===== src/rtl/wdf_collector_pkg.sv =====
// Shared types and constants for the WDF sample collector.
// Holds the run state encoding and counter saturation helpers.
`timescale 1ns/1ps
package wdf_collector_pkg;

   typedef enum logic [1:0] {
      S_IDLE,
      S_CAPTURE,
      S_DRAIN,
      S_DONE
   } state_t;

   localparam logic [31:0] CNT_MAX = 32'hFFFF_FFFF;

   function automatic logic [31:0] sat_inc(input logic [31:0] v);
      return (v == CNT_MAX) ? v : v + 32'd1;
   endfunction

endpackage


===== src/rtl/wdf_sync_fifo.sv =====
// Synchronous FIFO with head-of-queue output and synchronous clear.
// A read in the same cycle as a full-state write frees the slot first.
`timescale 1ns/1ps
module wdf_sync_fifo #(
   parameter int WIDTH = 16,
   parameter int DEPTH = 16
) (
   input  logic             clk,
   input  logic             reset_n,
   input  logic             clear,
   input  logic             wr_en,
   input  logic [WIDTH-1:0] wr_data,
   input  logic             rd_en,
   output logic [WIDTH-1:0] rd_data,
   output logic             full,
   output logic             empty
);
   import wdf_collector_pkg::*;

   localparam int AW = $clog2(DEPTH);
   localparam logic [AW-1:0] P_ONE = 1;
   localparam logic [AW:0] C_ONE = 1;
   localparam logic [AW:0] C_FULL = (AW+1)'(DEPTH);

   logic [WIDTH-1:0] mem [DEPTH];
   logic [AW-1:0]    wr_ptr;
   logic [AW-1:0]    rd_ptr;
   logic [AW:0]      count;
   logic             rd_ok;
   logic             wr_ok;

   assign empty   = (count == '0);
   assign full    = (count == C_FULL);
   assign rd_ok   = rd_en && !empty;
   assign wr_ok   = wr_en && (!full || rd_ok);
   assign rd_data = empty ? '0 : mem[rd_ptr];

   // Pointer and occupancy tracking; clear empties the buffer.
   always_ff @(posedge clk or negedge reset_n) begin
      if (!reset_n) begin
         wr_ptr <= '0;
         rd_ptr <= '0;
         count  <= '0;
      end else if (clear) begin
         wr_ptr <= '0;
         rd_ptr <= '0;
         count  <= '0;
      end else begin
         if (wr_ok) wr_ptr <= wr_ptr + P_ONE;
         if (rd_ok) rd_ptr <= rd_ptr + P_ONE;
         if (wr_ok && !rd_ok) count <= count + C_ONE;
         else if (rd_ok && !wr_ok) count <= count - C_ONE;
      end
   end

   // Storage array; contents are meaningless while empty.
   always_ff @(posedge clk) begin
      if (wr_ok && !clear) mem[wr_ptr] <= wr_data;
   end

endmodule


===== src/rtl/wdf_sample_collector.sv =====
// Captures a fixed-length run of DUT samples into a FIFO for a reader,
// tracking accepted, dropped and clipped counts plus peak magnitude.
`timescale 1ns/1ps
module wdf_sample_collector #(
   parameter int          DATA_WIDTH    = 16,
   parameter logic [31:0] TOTAL_SAMPLES = 32'd1024,
   parameter int          FIFO_DEPTH    = 16
) (
   input  logic                  clk,
   input  logic                  reset_n,
   input  logic                  start,
   input  logic                  in_valid,
   input  logic [DATA_WIDTH-1:0] in_data,
   output logic                  out_valid,
   input  logic                  out_ready,
   output logic [DATA_WIDTH-1:0] out_data,
   output logic                  busy,
   output logic                  done,
   output logic [31:0]           sample_count,
   output logic [31:0]           drop_count,
   output logic [31:0]           clip_count,
   output logic [DATA_WIDTH-1:0] peak_abs
);
   import wdf_collector_pkg::*;

   localparam logic [DATA_WIDTH-1:0] MAXV = {1'b0, {(DATA_WIDTH-1){1'b1}}};
   localparam logic [DATA_WIDTH-1:0] MINV = {1'b1, {(DATA_WIDTH-1){1'b0}}};

   state_t                state;
   logic                  fifo_full;
   logic                  fifo_empty;
   logic                  clear;
   logic                  take;
   logic                  rd_en;
   logic                  drop;
   logic                  is_clip;
   logic [DATA_WIDTH-1:0] abs_val;
   logic [31:0]           sc_next;

   assign clear     = start && (state == S_IDLE || state == S_DONE);
   assign take      = (state == S_CAPTURE) && in_valid;
   assign out_valid = !fifo_empty;
   assign rd_en     = out_valid && out_ready;
   assign drop      = take && fifo_full && !rd_en;
   assign is_clip   = (in_data == MAXV) || (in_data == MINV);
   assign sc_next   = sat_inc(sample_count);

   // Magnitude of the incoming sample; the most-negative code saturates.
   always_comb begin
      abs_val = in_data;
      if (in_data == MINV) abs_val = MAXV;
      else if (in_data[DATA_WIDTH-1]) abs_val = ~in_data + 1'b1;
   end

   wdf_sync_fifo #(
      .WIDTH (DATA_WIDTH),
      .DEPTH (FIFO_DEPTH)
   ) u_fifo (
      .clk     (clk),
      .reset_n (reset_n),
      .clear   (clear),
      .wr_en   (take),
      .wr_data (in_data),
      .rd_en   (rd_en),
      .rd_data (out_data),
      .full    (fifo_full),
      .empty   (fifo_empty)
   );

   // Run control FSM with registered status outputs.
   always_ff @(posedge clk or negedge reset_n) begin
      if (!reset_n) begin
         state <= S_IDLE;
         busy  <= 1'b0;
         done  <= 1'b0;
      end else begin
         unique case (state)
            S_IDLE, S_DONE: begin
               if (start) begin
                  state <= S_CAPTURE;
                  busy  <= 1'b1;
                  done  <= 1'b0;
               end
            end
            S_CAPTURE: begin
               if (in_valid && sc_next == TOTAL_SAMPLES) state <= S_DRAIN;
            end
            S_DRAIN: begin
               if (fifo_empty) begin
                  state <= S_DONE;
                  busy  <= 1'b0;
                  done  <= 1'b1;
               end
            end
            default: begin
               state <= S_IDLE;
               busy  <= 1'b0;
               done  <= 1'b0;
            end
         endcase
      end
   end

   // Run statistics, cleared when a new run starts.
   always_ff @(posedge clk or negedge reset_n) begin
      if (!reset_n) begin
         sample_count <= '0;
         drop_count   <= '0;
         clip_count   <= '0;
         peak_abs     <= '0;
      end else if (clear) begin
         sample_count <= '0;
         drop_count   <= '0;
         clip_count   <= '0;
         peak_abs     <= '0;
      end else if (take) begin
         sample_count <= sc_next;
         if (drop) drop_count <= sat_inc(drop_count);
         if (is_clip) clip_count <= sat_inc(clip_count);
         if (abs_val > peak_abs) peak_abs <= abs_val;
      end
   end

endmodule


===== config.mk =====
export PLATFORM = sky130hd
export DESIGN_NAME = wdf_sample_collector
export DESIGN_NICKNAME = d
export VERILOG_FILES = /design/src/rtl/wdf_collector_pkg.sv /design/src/rtl/wdf_sync_fifo.sv /design/src/rtl/wdf_sample_collector.sv
export SDC_FILE = /design/constraint.sdc
export NUM_CORES = 1
export LEC_CHECK = 0
export CORE_ASPECT_RATIO = 0.8
export CORE_UTILIZATION = 55
export CTS_BUF_LIST = sky130_fd_sc_hd__clkbuf_8
export CTS_CLUSTER_SIZE = 28
export DETAILED_ROUTE_END_ITERATION = 10
export GPL_TIMING_DRIVEN = 0
export PLACE_DENSITY = 0.83
export SETUP_SLACK_MARGIN = 0.02
export SLEW_MARGIN = 20
export SYNTH_ARGS = -nofsm -noshare
export SYNTH_HDL_FRONTEND = slang
export SYNTH_SLANG_ARGS = --single-unit

===== constraint.sdc =====
create_clock -name clk -period 5.1 [get_ports clk]
set_input_delay 1.02 -clock clk [delete_from_list [all_inputs] [get_ports clk]]
set_output_delay 1.02 -clock clk [all_outputs]
set_load 0.02 [all_outputs]

==> run metrics, run 1 <==
Final HPWL DP 28300 um; count of final hold-check violations 0; largest cells by area after synthesis edfxtp_1, dfrtp_1, mux4_2; global-route wire length before repair 64800 um; synthesized cell area 0.0176 mm2; setup TNS 0 ps; Die Wd 202 um; max cap viols 0; syn nets 1327; # port buffers 151; post-route ant nets 0; RSZ-0062 raised after global routing no; CTS tree yes; synth cell count leaders edfxtp_1, nor2_1, dfrtp_1; Row Count 58; DIE HEIGHT 162 um; area delta synth->final 18.3%; #FFs+latches synth 385; pin count of the biggest net entering global routing 100; Post-DP Area 0.0197 mm2; total number of vias 11600; CORE AREA 0.0315 mm2; Total Wirelength 42400 um; CP endpoint kind primary output; final core occ 66.3%; yosys warns 0; worst min path class input port to asynchronous set/reset pin; overall global routing resource usage 26.1%; Final period util 96.6%; crit start category flip-flop; Max Clock Freq 203 MHz; First-pass DRT Iterations 7; Final Cell Area 0.0209 mm2; worst endpoint required time 4080 ps; VDD IR max 349 uV; Num CTS Buffers 58; FFs w/ async S/R, synth 33.5%; DRC Markers 0; Routed WL per cell 21.7 um; P_int 6460 uW; Worst-Margin Slew 1130 ps; Critical Path AT 3910 ps; Max FO, Critical Path 10; antenna cells 0; NumNets Final 1539; share of cells above drive strength 1 13.3%; most common cell in the netlist edfxtp_1; Slew Viols, Final 0; # setup viols final 0; clk_skew 23.3 ps; Die Footprint 0.0328 mm2; critical path class flip-flop to primary output; Combinational Power Share 33.3%; Clock Path Buffers 3; initial antenna violation count 0; clock-pin slew on the worst setup and hold paths 70 ps; Synth area leader edfxtp_1; Net Sw Power 3050 uW; top routing layer used met5; leakage power 0.00788 uW; CTS root buffer clkbuf_8; latest clock arrival within the worst-skew pair 620 ps; switching share of total power 32.0%; initial core utilization 56.0%; Clk network pwr share 25.6%; Top FF cell, synth edfxtp_1; outcome finished clean; Post-CTS Hold Buffers 0; Syn Inst Count 1273; metal2 WL 19200 um; relative slew slack 24.4%; post-synth top area share 43.6%; Pwr per Cell Area 455 mW/mm2; Vias per Instance 5.95; sequential element share of the synthesized area 61.9%; RePlAce Congestion 0.926; CTS Sinks 385; First DRT Iteration DRCs 1073; minimum clock period 4930 ps; routed wl met3 4320 um; vias in the first global route 11300; Ports 152; syn_area_per_cell 13.9 um2; length of routed wiring on met1 17900 um; Netlist cell types 71; Reg power frac 41.1%; Post-synth EDFFs 256; H-tree depth 2; GRT overflow 0
cell families after synthesis:
kind of cell    synth area share (%)
buf+inv                         1.96
flops                           61.9
xor+xnor                        5.81
simple gates                    13.2
compound gates                  3.42
fa+ha+maj                       2.38
mux                             11.3
repair_timing:
action                     in CTS  in global routing
resized for setup              14                 13
setup endpoints to repair      32                 14
cloned                          0                  0
buffers inserted                0                  0
registers in the layout, summed over array words and instances, names as in the netlist:
name	flops
sample_count	32
u_fifo.mem	256
u_fifo.rd_ptr	4
busy	1
u_fifo.wr_ptr	4
done	1
clip_count	32
drop_count	32
peak_abs	16
u_fifo.count	5
state	2
worst paths after layout:
path | start | slack (ps) | cells past startpoint | endpoint
min | reset_n | 250 | 1 | sample_count[8]$_DFFE_PN0P_
max reg2reg | u_fifo.count[0]$_DFFE_PN0P_ | 1570 | 12 | u_fifo.count[4]$_DFFE_PN0P_
max in group asynchronous | reset_n | 4050 | 2 | clip_count[9]$_DFFE_PN0P_
min in group clk | state[1]$_DFFE_PN0P_ | 530 | 2 | state[1]$_DFFE_PN0P_
min reg2reg | state[1]$_DFFE_PN0P_ | 530 | 2 | state[1]$_DFFE_PN0P_
max | u_fifo.rd_ptr[1]$_DFFE_PN0P_ | 170 | 6 | out_data[13]
per-layer routing:
metal  track usage, %  up-vias
met1             37.5     5761
met3             7.46       82
met4             6.90        2
met2             39.1      610
li1                 -     5151
met5            0.893        -
worst max-delay path: stages, from the launching register on:
cell	delay [ps]
dfrtp_1	430
clkbuf_1	600
clkbuf_1	610
mux4_2	400
mux4_2	540
and2_1	180
clkdlybuf4s50_1	530
area by class of cell:
class | instances | area, um2
timing repair buffer | 152 | 1540
multi-input combinational | 800 | 6400
fill | 2214 | 10600
inverter | 35 | 131
buffer | 53 | 248
clock buffer | 64 | 881
tap | 420 | 526
sequential | 385 | 10900
clock inverter | 41 | 235
metrics by stage:
| stage | power, uW | worst slack (ps) | std cells | hold WS (ps) |
|---|---|---|---|---|
| floorplan | 5940 | 527 | 1273 | 488 |
| global placement | 6990 | -2270 | 1844 | 514 |
| detailed placement | 7110 | -1080 | 1845 | 519 |
| CTS | 9540 | 93.2 | 1950 | 243 |
| global route | 9920 | 23.6 | 1950 | 255 |
| finish | 9510 | 174 | 1950 | 254 |
cell usage in the layout (no fill, tap or decap), types with 6 or more instances in the layout:
master,netlist,routed
dfrtp_1,129,129
nand2_1,81,81
and4_1,9,9
o21ai_0,19,19
clkdlybuf4s50_1,0,141
mux4_2,80,80
nand3_1,48,48
xor2_1,82,82
a31oi_1,6,6
nor2_1,155,155
clkbuf_8,0,64
buf_2,7,8
a21oi_1,24,24
and3_1,18,18
nor4_1,6,6
o21a_1,8,8
inv_1,34,60
nor3_1,19,19
or3_1,10,10
xnor2_1,35,35
edfxtp_1,256,256
mux2i_1,20,20
nand4_1,38,38
ha_1,32,32
and2_1,38,38
clkbuf_1,36,33
power by group through the flow:
| stage | combinational [uW] | sequential, uW | clock (uW) |
|---|---|---|---|
| after global placement | 3050 | 3940 | 0 |
| after CTS | 3180 | 3910 | 2450 |
| after floorplan | 1930 | 4000 | 0 |
| final | 3170 | 3910 | 2430 |
| after global routing | 3390 | 3940 | 2590 |
| after detailed placement | 3140 | 3960 | 0 |
Power figures use the tool's default switching activity.
==> run 2: changes to the inputs <==
- clock period: 5.1 -> 6.4 ns (I/O delays scaled with it)
==> run 2 against run 1 <==
Against the previous run:
- sequential power down 20%
- final area fell by 0.22%
- combinational power is 21% lower
- clock skew grew 1.5 ps
- setup slack better by 360 ps
- largest power group unchanged
- register-to-register slack improved by 1300 ps
- utilization down 0.14 points
- first-iteration DRC count rose by 9.9%
- worst hold slack better by 260 ps
==> run metrics, run 2 (synthesized netlist as in run 1, its figures left out) <==
worst endpoint required time 6870 ps (was 4080 ps); GRT overflow 0 (unchanged); Reg power frac 41.2% (was 41.1%); clock-pin slew on the worst setup and hold paths 70 ps (about the same); Vias per Instance 5.90 (was 5.95); initial core utilization 56.0% (unchanged); overall global routing resource usage 26.1% (unchanged); Max FO, Critical Path 20 (was 10); commonest cells after routing, fill and taps aside edfxtp_1, nor2_1, clkdlybuf4s50_1 (unchanged); CORE AREA 0.0315 mm2 (unchanged); P_int 5140 uW (was 6460 uW); Die Wd 202 um (unchanged); max reg flops 256 (unchanged); Num CTS Buffers 58 (unchanged); Row Count 58 (unchanged); antenna cells 0 (unchanged); Routed WL per cell 21.7 um (about the same); post-route ant nets 0 (unchanged); post_cts resized 0 (was 14); Biggest register u_fifo.mem (unchanged); Net Sw Power 2430 uW (was 3050 uW); Final HPWL DP 28300 um (unchanged); VDD IR max 277 uV (was 349 uV); initial antenna violation count 0 (unchanged); setup ws final 533 ps (was 174 ps); Worst-Margin Slew 1140 ps (was 1130 ps); H-tree depth 2 (unchanged); Critical Path Start in_data[0] (was u_fifo.rd_ptr[1]$_DFFE_PN0P_); clk_skew 24.9 ps (was 23.3 ps); share of cells above drive strength 1 12.6% (was 13.3%); DRC Markers 0 (unchanged); Slew Viols, Final 0 (unchanged); latest clock arrival within the worst-skew pair 620 ps (about the same); critical path class input port to flip-flop (was flip-flop to primary output); setup TNS 0 ps (unchanged); total number of vias 11500 (was 11600); Final period util 91.7%; Reg2Reg Depth 12 (unchanged); DIE HEIGHT 162 um (unchanged); minimum clock period 5870 ps; CTS tree yes (unchanged); First-pass DRT Iterations 5 (was 7); First DRT Iteration DRCs 1179 (was 1073); NumNets Final 1539 (unchanged); RePlAce Congestion 0.926 (unchanged); R2R setup slack 2870 ps (was 1570 ps); Post-DP Area 0.0197 mm2 (unchanged); post-CTS setup buffers 0 (unchanged); Finished Layout Cells 1950 (unchanged); Post-CTS Hold Buffers 0 (unchanged); Critical Path AT 6340 ps (was 3910 ps); placed insts 1845 (unchanged); Total Wirelength 42300 um (was 42400 um); Combinational Power Share 33.2% (was 33.3%); Worst R2R End u_fifo.count[4]$_DFFE_PN0P_ (unchanged); RSZ-0062 raised after global routing no (unchanged); count of final hold-check violations 0 (unchanged); Ports 152 (unchanged); Clk network pwr share 25.7% (was 25.6%); area delta synth->final 18.1% (was 18.3%); worst min path class input port to asynchronous set/reset pin (unchanged); leakage power 0.00781 uW (was 0.00788 uW); RR Startpoint u_fifo.count[0]$_DFFE_PN0P_ (unchanged); global-route wire length before repair 64800 um (about the same); crit start category input port (was flip-flop); commonest non-fill, non-tap cell in the layout edfxtp_1 (unchanged); # port buffers 151 (unchanged); relative slew slack 23.9% (was 24.4%); vias in the first global route 11300 (about the same); CTS Sinks 385 (unchanged); switching share of total power 32.1% (was 32.0%); DP Worst Slack -36.9 ps (was -1080 ps); # setup viols final 0 (unchanged); Final Cell Area 0.0208 mm2 (was 0.0209 mm2); Pwr per Cell Area 363 mW/mm2 (was 455 mW/mm2); CTS root buffer clkbuf_8 (unchanged); max cap viols 0 (unchanged); Clock Path Buffers 3 (unchanged); hold slack 519 ps (was 254 ps); Max Clock Freq 170 MHz; outcome finished clean (unchanged); pin count of the biggest net entering global routing 100 (unchanged); CP endpoint kind flip-flop (was primary output); Die Footprint 0.0328 mm2 (unchanged)
[run 2: cell count changes in the layout (fill, tap and decap cells not counted), sizes merged]
| cell | delta |
|---|---|
| buf | +4 |
| dlygate4sd2 | -4 |
| dlymetal6s2s | -4 |
| clkdlybuf4s15 | -3 |
| clkbuf | -2 |
| clkdlybuf4s50 | +9 |
[run 2: final cells by class]
class                   instances  area [um2]
clock inverters                41         235
repair buffers                152        1540
clock buffers                  64         881
multi-input cells             800        6390
flip-flops and latches        385       10900
well taps                     420         526
fillers                      2217       10700
plain buffers                  53         216
inverters                      35         131
[run 2: critical path: stages]
cell and delay (ps):
clkdlybuf4s50_1 760, or2_2 460, or4_1 460, or2_2 330, o41ai_1 420, xor2_1 230
nand2_1 140, ha_1 340, nand2_1 70, nor2_1 140, nand3_1 110, o21bai_1 160
a311oi_1 250, clkbuf_1 480, buf_2 390, mux2i_1 250, nor2_1 60
[run 2: worst max path at each step]
stage | endpoint | slack, ps | depth (start not counted)
2_1_floorplan | peak_abs[10]$_DFFE_PN0P_ | 1570 | 16
3_3_place_gp | peak_abs[5]$_DFFE_PN0P_ | -1230 | 1
3_5_place_dp | peak_abs[13]$_DFFE_PN0P_ | -40 | 17
4_1_cts | peak_abs[13]$_DFFE_PN0P_ | 570 | 17
5_1_grt | peak_abs[14]$_DFFE_PN0P_ | 220 | 17
6_report | peak_abs[13]$_DFFE_PN0P_ | 530 | 17
[run 2: power by group through the flow]
stage	clock [uW]	sequential [uW]	combinational, uW
after floorplan	0	3190	1540
after global placement	0	3140	2430
after detailed placement	0	3160	2510
after CTS	1960	3110	2520
after global routing	2070	3140	2690
final	1940	3120	2510
[run 2: routing by layer]
metal | share of wire (%) | up-vias | wire length, um | global-route usage (%)
met4 | 2.0 | 2 | 843 | 6.84
li1 | - | 5151 | - | -
met3 | 10 | 74 | 4280 | 7.58
met2 | 46 | 596 | 19300 | 39.2
met1 | 42 | 5674 | 17800 | 37.4
met5 | 0.092 | - | 39 | 0.893
[run 2: metrics by stage]
step                      utilization, %  power, uW
after floorplan                        -       4730
after global placement              62.5       5570
after detailed placement            62.6       5660
after CTS                           66.1       7590
after global routing                66.2       7900
final                               66.2       7570
==> run 3: changes to the inputs <==
- REMOVE_ABC_BUFFERS: default -> 1
- SLEW_MARGIN: 20 -> default
==> run 3 against run 2 <==
Against the previous run:
- die area unchanged
- clock power up 9%
- first-iteration DRC count down 26%
- largest cell class unchanged
- clock skew up 7.1 ps
- global-route usage down 1.2 points
- setup slack better by 310 ps
- sequential cell count unchanged
- total power up 1.4%
- fmax up 5.7%
- critical path depth down 2
- via count down 2.5%
- register-to-register slack worse by 360 ps
==> run metrics, run 3 (synthesized netlist as in run 1, its figures left out) <==
First-pass DRT Iterations 5 (unchanged); RSZ-0062 raised after global routing no (unchanged); Routed WL per cell 21.0 um (was 21.7 um); Final HPWL DP 24700 um (was 28300 um); Pwr per Cell Area 369 mW/mm2 (was 363 mW/mm2); worst min path class flip-flop to flip-flop (was input port to asynchronous set/reset pin); critical path class input port to flip-flop (unchanged); Max FO, Critical Path 19 (was 20); Post-CTS Hold Buffers 0 (unchanged); global-route wire length before repair 62900 um (was 64800 um); First DRT Iteration DRCs 869 (was 1179); worst endpoint required time 6880 ps (was 6870 ps); # setup viols final 0 (unchanged); Biggest register u_fifo.mem (unchanged); H-tree depth 2 (unchanged); RePlAce Congestion 0.879 (was 0.926); CORE AREA 0.0315 mm2 (unchanged); antenna cells 0 (unchanged); Critical Path AT 6040 ps (was 6340 ps); post_cts resized 0 (unchanged); DRC Markers 0 (unchanged); Final Cell Area 0.0208 mm2 (about the same); # port buffers 151 (unchanged); count of final hold-check violations 0 (unchanged); share of cells above drive strength 1 13.5% (was 12.6%); Num CTS Buffers 59 (was 58); Clock Path Buffers 3 (unchanged); Max Clock Freq 180 MHz (was 170 MHz); relative slew slack 23.5% (was 23.9%); DIE HEIGHT 162 um (unchanged); clk_skew 32.0 ps (was 24.9 ps); post-CTS setup buffers 0 (unchanged); VDD IR max 223 uV (was 277 uV); commonest non-fill, non-tap cell in the layout edfxtp_1 (unchanged); Slew Viols, Final 0 (unchanged); GRT overflow 0 (unchanged); Post-DP Area 0.0196 mm2 (was 0.0197 mm2); max cap viols 0 (unchanged); Ports 152 (unchanged); Final period util 86.8% (was 91.7%); CTS tree yes (unchanged); CTS Sinks 385 (unchanged); minimum clock period 5550 ps (was 5870 ps); Worst-Margin Slew 1150 ps (was 1140 ps); clock-pin slew on the worst setup and hold paths 60 ps (was 70 ps); Die Footprint 0.0328 mm2 (unchanged); area delta synth->final 18.0% (was 18.1%); CP endpoint kind flip-flop (unchanged); Total Wirelength 40000 um (was 42300 um); vias in the first global route 11300 (about the same); hold slack 536 ps (was 519 ps); Die Wd 202 um (unchanged); pin count of the biggest net entering global routing 88 (was 100); commonest cells after routing, fill and taps aside edfxtp_1, nor2_1, clkdlybuf4s50_1 (unchanged); initial antenna violation count 0 (unchanged); initial core utilization 56.0% (unchanged); Vias per Instance 5.88 (was 5.90); post-route ant nets 0 (unchanged); Row Count 58 (unchanged); leakage power 0.00773 uW (was 0.00781 uW); total number of vias 11200 (was 11500); outcome finished clean (unchanged); latest clock arrival within the worst-skew pair 640 ps (was 620 ps); NumNets Final 1490 (was 1539); CTS root buffer clkbuf_8 (unchanged); crit start category input port (unchanged); max reg flops 256 (unchanged); overall global routing resource usage 24.9% (was 26.1%)
[run 3: layer usage]
layer,track usage [%],share of wire (%)
met2,38.1,45
met4,7.31,2.1
met5,0,0
met1,34.6,43
met3,7.46,9.7
[run 3: critical path, stage by stage]
cell	delay, ps
clkdlybuf4s50_1	810
or2_2	490
or4_1	450
or2_2	320
o41ai_1	400
xor2_1	210
nand2_1	110
ha_1	310
nand2_1	70
nor2_1	50
a2111oi_0	750
a311oi_4	300
buf_8	240
mux2i_1	170
nor2_1	60
[run 3: report_power, final]
group,switching [uW],internal (uW)
combinational,1050,1190
sequential,369,2940
clock,985,1140
total,2400,5270
[run 3: layout make-up]
class / instances / area (um2)
Clock inverter: 49 / 384
Fill cell: 2186 / 10700
Sequential cell: 385 / 10900
Inverter: 35 / 131
Tap cell: 420 / 526
Timing Repair Buffer: 155 / 1610
Multi-Input combinational cell: 800 / 6410
Clock buffer: 61 / 840
[run 3: final timing paths]
kind / startpoint / to / slack [ps] / depth (start not counted)
worst max-delay path: in_data[1] / peak_abs[6]$_DFFE_PN0P_ / 850 / 15
worst min-delay path: busy$_DFFE_PN0P_ / busy$_DFFE_PN0P_ / 540 / 1
worst max register to register: u_fifo.count[2]$_DFFE_PN0P_ / u_fifo.count[4]$_DFFE_PN0P_ / 2510 / 12
worst min register to register: busy$_DFFE_PN0P_ / busy$_DFFE_PN0P_ / 540 / 1
max in group asynchronous: reset_n / peak_abs[7]$_DFFE_PN0P_ / 5020 / 2
min in group asynchronous: reset_n / sample_count[12]$_DFFE_PN0P_ / 560 / 1
[run 3: stage by stage]
stage / setup WS [ps] / TNS (ps) / total power [uW] / instances / utilization [%]
5_1_grt: 559 / 0 / 8030 / 1905 / 66.1
4_1_cts: 896 / 0 / 7730 / 1905 / 66.1
6_report: 847 / 0 / 7680 / 1905 / 66.1
3_3_place_gp: -1420 / -322580 / 5590 / 1791 / 61.8
2_1_floorplan: 399 / 0 / 4750 / 1220 / -
3_5_place_dp: 294 / 0 / 5610 / 1795 / 62.2
==> RTL change, RTL diff (flow settings as in run 2) <==
The parameter `FIFO_DEPTH` goes from 16 to 64.
--- a/src/rtl/wdf_sample_collector.sv
+++ b/src/rtl/wdf_sample_collector.sv
@@ -4,7 +4,7 @@
 module wdf_sample_collector #(
    parameter int          DATA_WIDTH    = 16,
    parameter logic [31:0] TOTAL_SAMPLES = 32'd1024,
-   parameter int          FIFO_DEPTH    = 16
+   parameter int          FIFO_DEPTH    = 64
 ) (
    input  logic                  clk,
    input  logic                  reset_n,
Formal check against the unedited RTL: same outputs for any inputs over 4 cycles, from zero or initial values and one cycle with reset_n low; that may be too few to reach the edited logic, so the function may still have changed.
==> RTL change against run 2 <==
- total power rose to 2.6 times the old value
- worst setup slack got worse by 0.52 ns
- via count rose by 130%
- largest power group unchanged
- register-to-register slack got worse by 0.86 ns
- combinational power rose by 110%
- cell area rose to 2.6 times the old value
- final cell count rose by 110%
- sequential power rose to 2.7 times the old value
- synthesized area rose to 2.7 times the old value
- sequential share of layout area rose by 10 points
- sequential cell count rose by 774
- critical endpoint is now out_data[6]
- non-clock buffer count rose by 135
- wire length rose to 2.8 times the old value
- first-iteration DRC count rose to 3.3 times the old value
==> RTL change: results (changes against run 2) <==
* Slew @ Worst Pin at 1.092 ns (-0.04945 ns)
* Largest cells by area after synthesis: edfxtp_1, mux4_2, dfrtp_1
* Worst reg2reg path depth at 10 (-2)
* Inverters, non-clock at 33 (-5.7%)
* Gpl congestion at 0.8852 (-4.4%)
* Filler cell count at 5362 (+140%)
* Antenna cells at 7 (+7)
* H-tree depth at 4 (+2)
* NonClk Buf Share at 0.05502 (-0.02947)
* Leak pwr at 17.90 nW (+130%)
* Dpl cells at 3810 (+110%)
* Starting Density at 0.5599 (about the same)
* Arr. time, crit path at 5.11 ns (-1.23 ns)
* Adder-cell area share of the yosys netlist at 0.008595 (-0.01523)
* Largest net degree at the start of global routing at 78 (-22%)
* DR vias/cell at 6.462 (+9.6%)
* Vias in the first global route at 26822 (+140%)
* Clock buf count at 178 (+180%)
* Nets at 2918 (+90%)
* WL final at 118400 microns (+180%)
* Ys async rst share at 0.1165 (-0.2186)
* Die area at 87470 sq um (+170%)
* Maximum fanout along the worst path at 10 (-50%)
* Cell variety after synth at 76 (+7.0%)
* Xor/xnor share of the synthesized area at 0.02104 (-0.03702)
* DRT iter0 DRCs at 3863 (+230%)
* Multi-input comb cells at 1163 (+45%)
* Signal buffers at 340 (+66%)
* Sequential area share after synthesis at 0.7192 (+0.1007)
* Layout cell share with drive strength beyond 1 at 0.2559 (+0.1297)
* Worst hold slack at 0.3670 ns (-0.1516 ns)
* R2r startpoint: state[1]$_DFFE_PN0P_
* Gr usage total at 0.2757 (+0.01515)
* Syn Nets at 2541 (+91%)
* Run status: finished, final reports clean
RTL change: changes by cell type after synthesis, moves of 7 or more:
| cell | delta |
|---|---|
| nor2b_1 | +8 |
| mux4_2 | +256 |
| nand2_1 | +7 |
| or3_1 | +8 |
| a211oi_1 | +13 |
| clkbuf_1 | +50 |
| edfxtp_1 | +768 |
| buf_1 | +19 |
| and2_1 | -13 |
| buf_4 | +8 |
| nor2_1 | +58 |
| mux2i_1 | -11 |
| nand3_1 | +9 |
RTL change: cell families (layout without fill, tap and decap cells):
logic type	count (synthesis)	after routing
muxes	345	345
other	0	7
and+or+nand+nor	552	552
buffers and inverters	166	668
DFF	1159	1159
AOI/OAI and AO/OA	120	120
xor gates and xnor gates	114	114
adders and majority gates	32	32
RTL change: power by group through the flow:
stage / combinational [W] / sequential (W) / clock (W)
after global routing: 0.00551 / 0.00846 / 0.00594
final: 0.00528 / 0.00845 / 0.00560
after detailed placement: 0.00518 / 0.00861 / 0
after global placement: 0.00499 / 0.00862 / 0
after CTS: 0.00527 / 0.00845 / 0.00564
after floorplan: 0.00316 / 0.00865 / 0
RTL change: worst max-delay path by stage:
stage | slack (ns) | cells past startpoint | to | start
floorplan | 2.04 | 17 | peak_abs[11]$_DFFE_PN0P_ | in_data[2]
global placement | -1.19 | 1 | peak_abs[2]$_DFFE_PN0P_ | reset_n
detailed placement | 0.27 | 8 | out_data[6] | u_fifo.rd_ptr[0]$_DFFE_PN0P_
CTS | 0.01 | 8 | out_data[6] | u_fifo.rd_ptr[0]$_DFFE_PN0P_
global route | -0.02 | 7 | out_data[6] | u_fifo.rd_ptr[3]$_DFFE_PN0P_
finish | 0.01 | 8 | out_data[6] | u_fifo.rd_ptr[1]$_DFFE_PN0P_
RTL change: critical path, cell delays in order, from the launching register on:
cell	delay, ns
dfrtp_1	0.37
clkbuf_1	0.37
clkbuf_2	0.51
buf_1	0.71
mux4_2	0.42
mux4_2	0.54
mux4_2	0.58
and2_1	0.21
clkdlybuf4s50_1	0.53
RTL change: stage by stage:
| step | TNS [ns] | power, W |
|---|---|---|
| after CTS | 0 | 0.01936 |
| after detailed placement | 0 | 0.01379 |
| after floorplan | 0 | 0.01181 |
| after global placement | -170.60 | 0.01361 |
| final | 0 | 0.01933 |
| after global routing | -0.01991 | 0.01992 |
RTL change: per-layer routing:
| layer | track usage | vias up | wire length, microns |
|---|---|---|---|
| li1 | - | 10790 | - |
| met1 | 0.3802 | 13729 | 43840 |
| met2 | 0.4297 | 1773 | 57480 |
| met3 | 0.07132 | 277 | 13200 |
| met4 | 0.09802 | 4 | 3813 |
| met5 | 0 | - | 27 |
RTL change: repair_timing:
action | in CTS | in global routing
endpoints found under the hold margin | 0 | 0
gates resized for setup | 56 | 25
endpoints found under the setup margin | 16 | 13
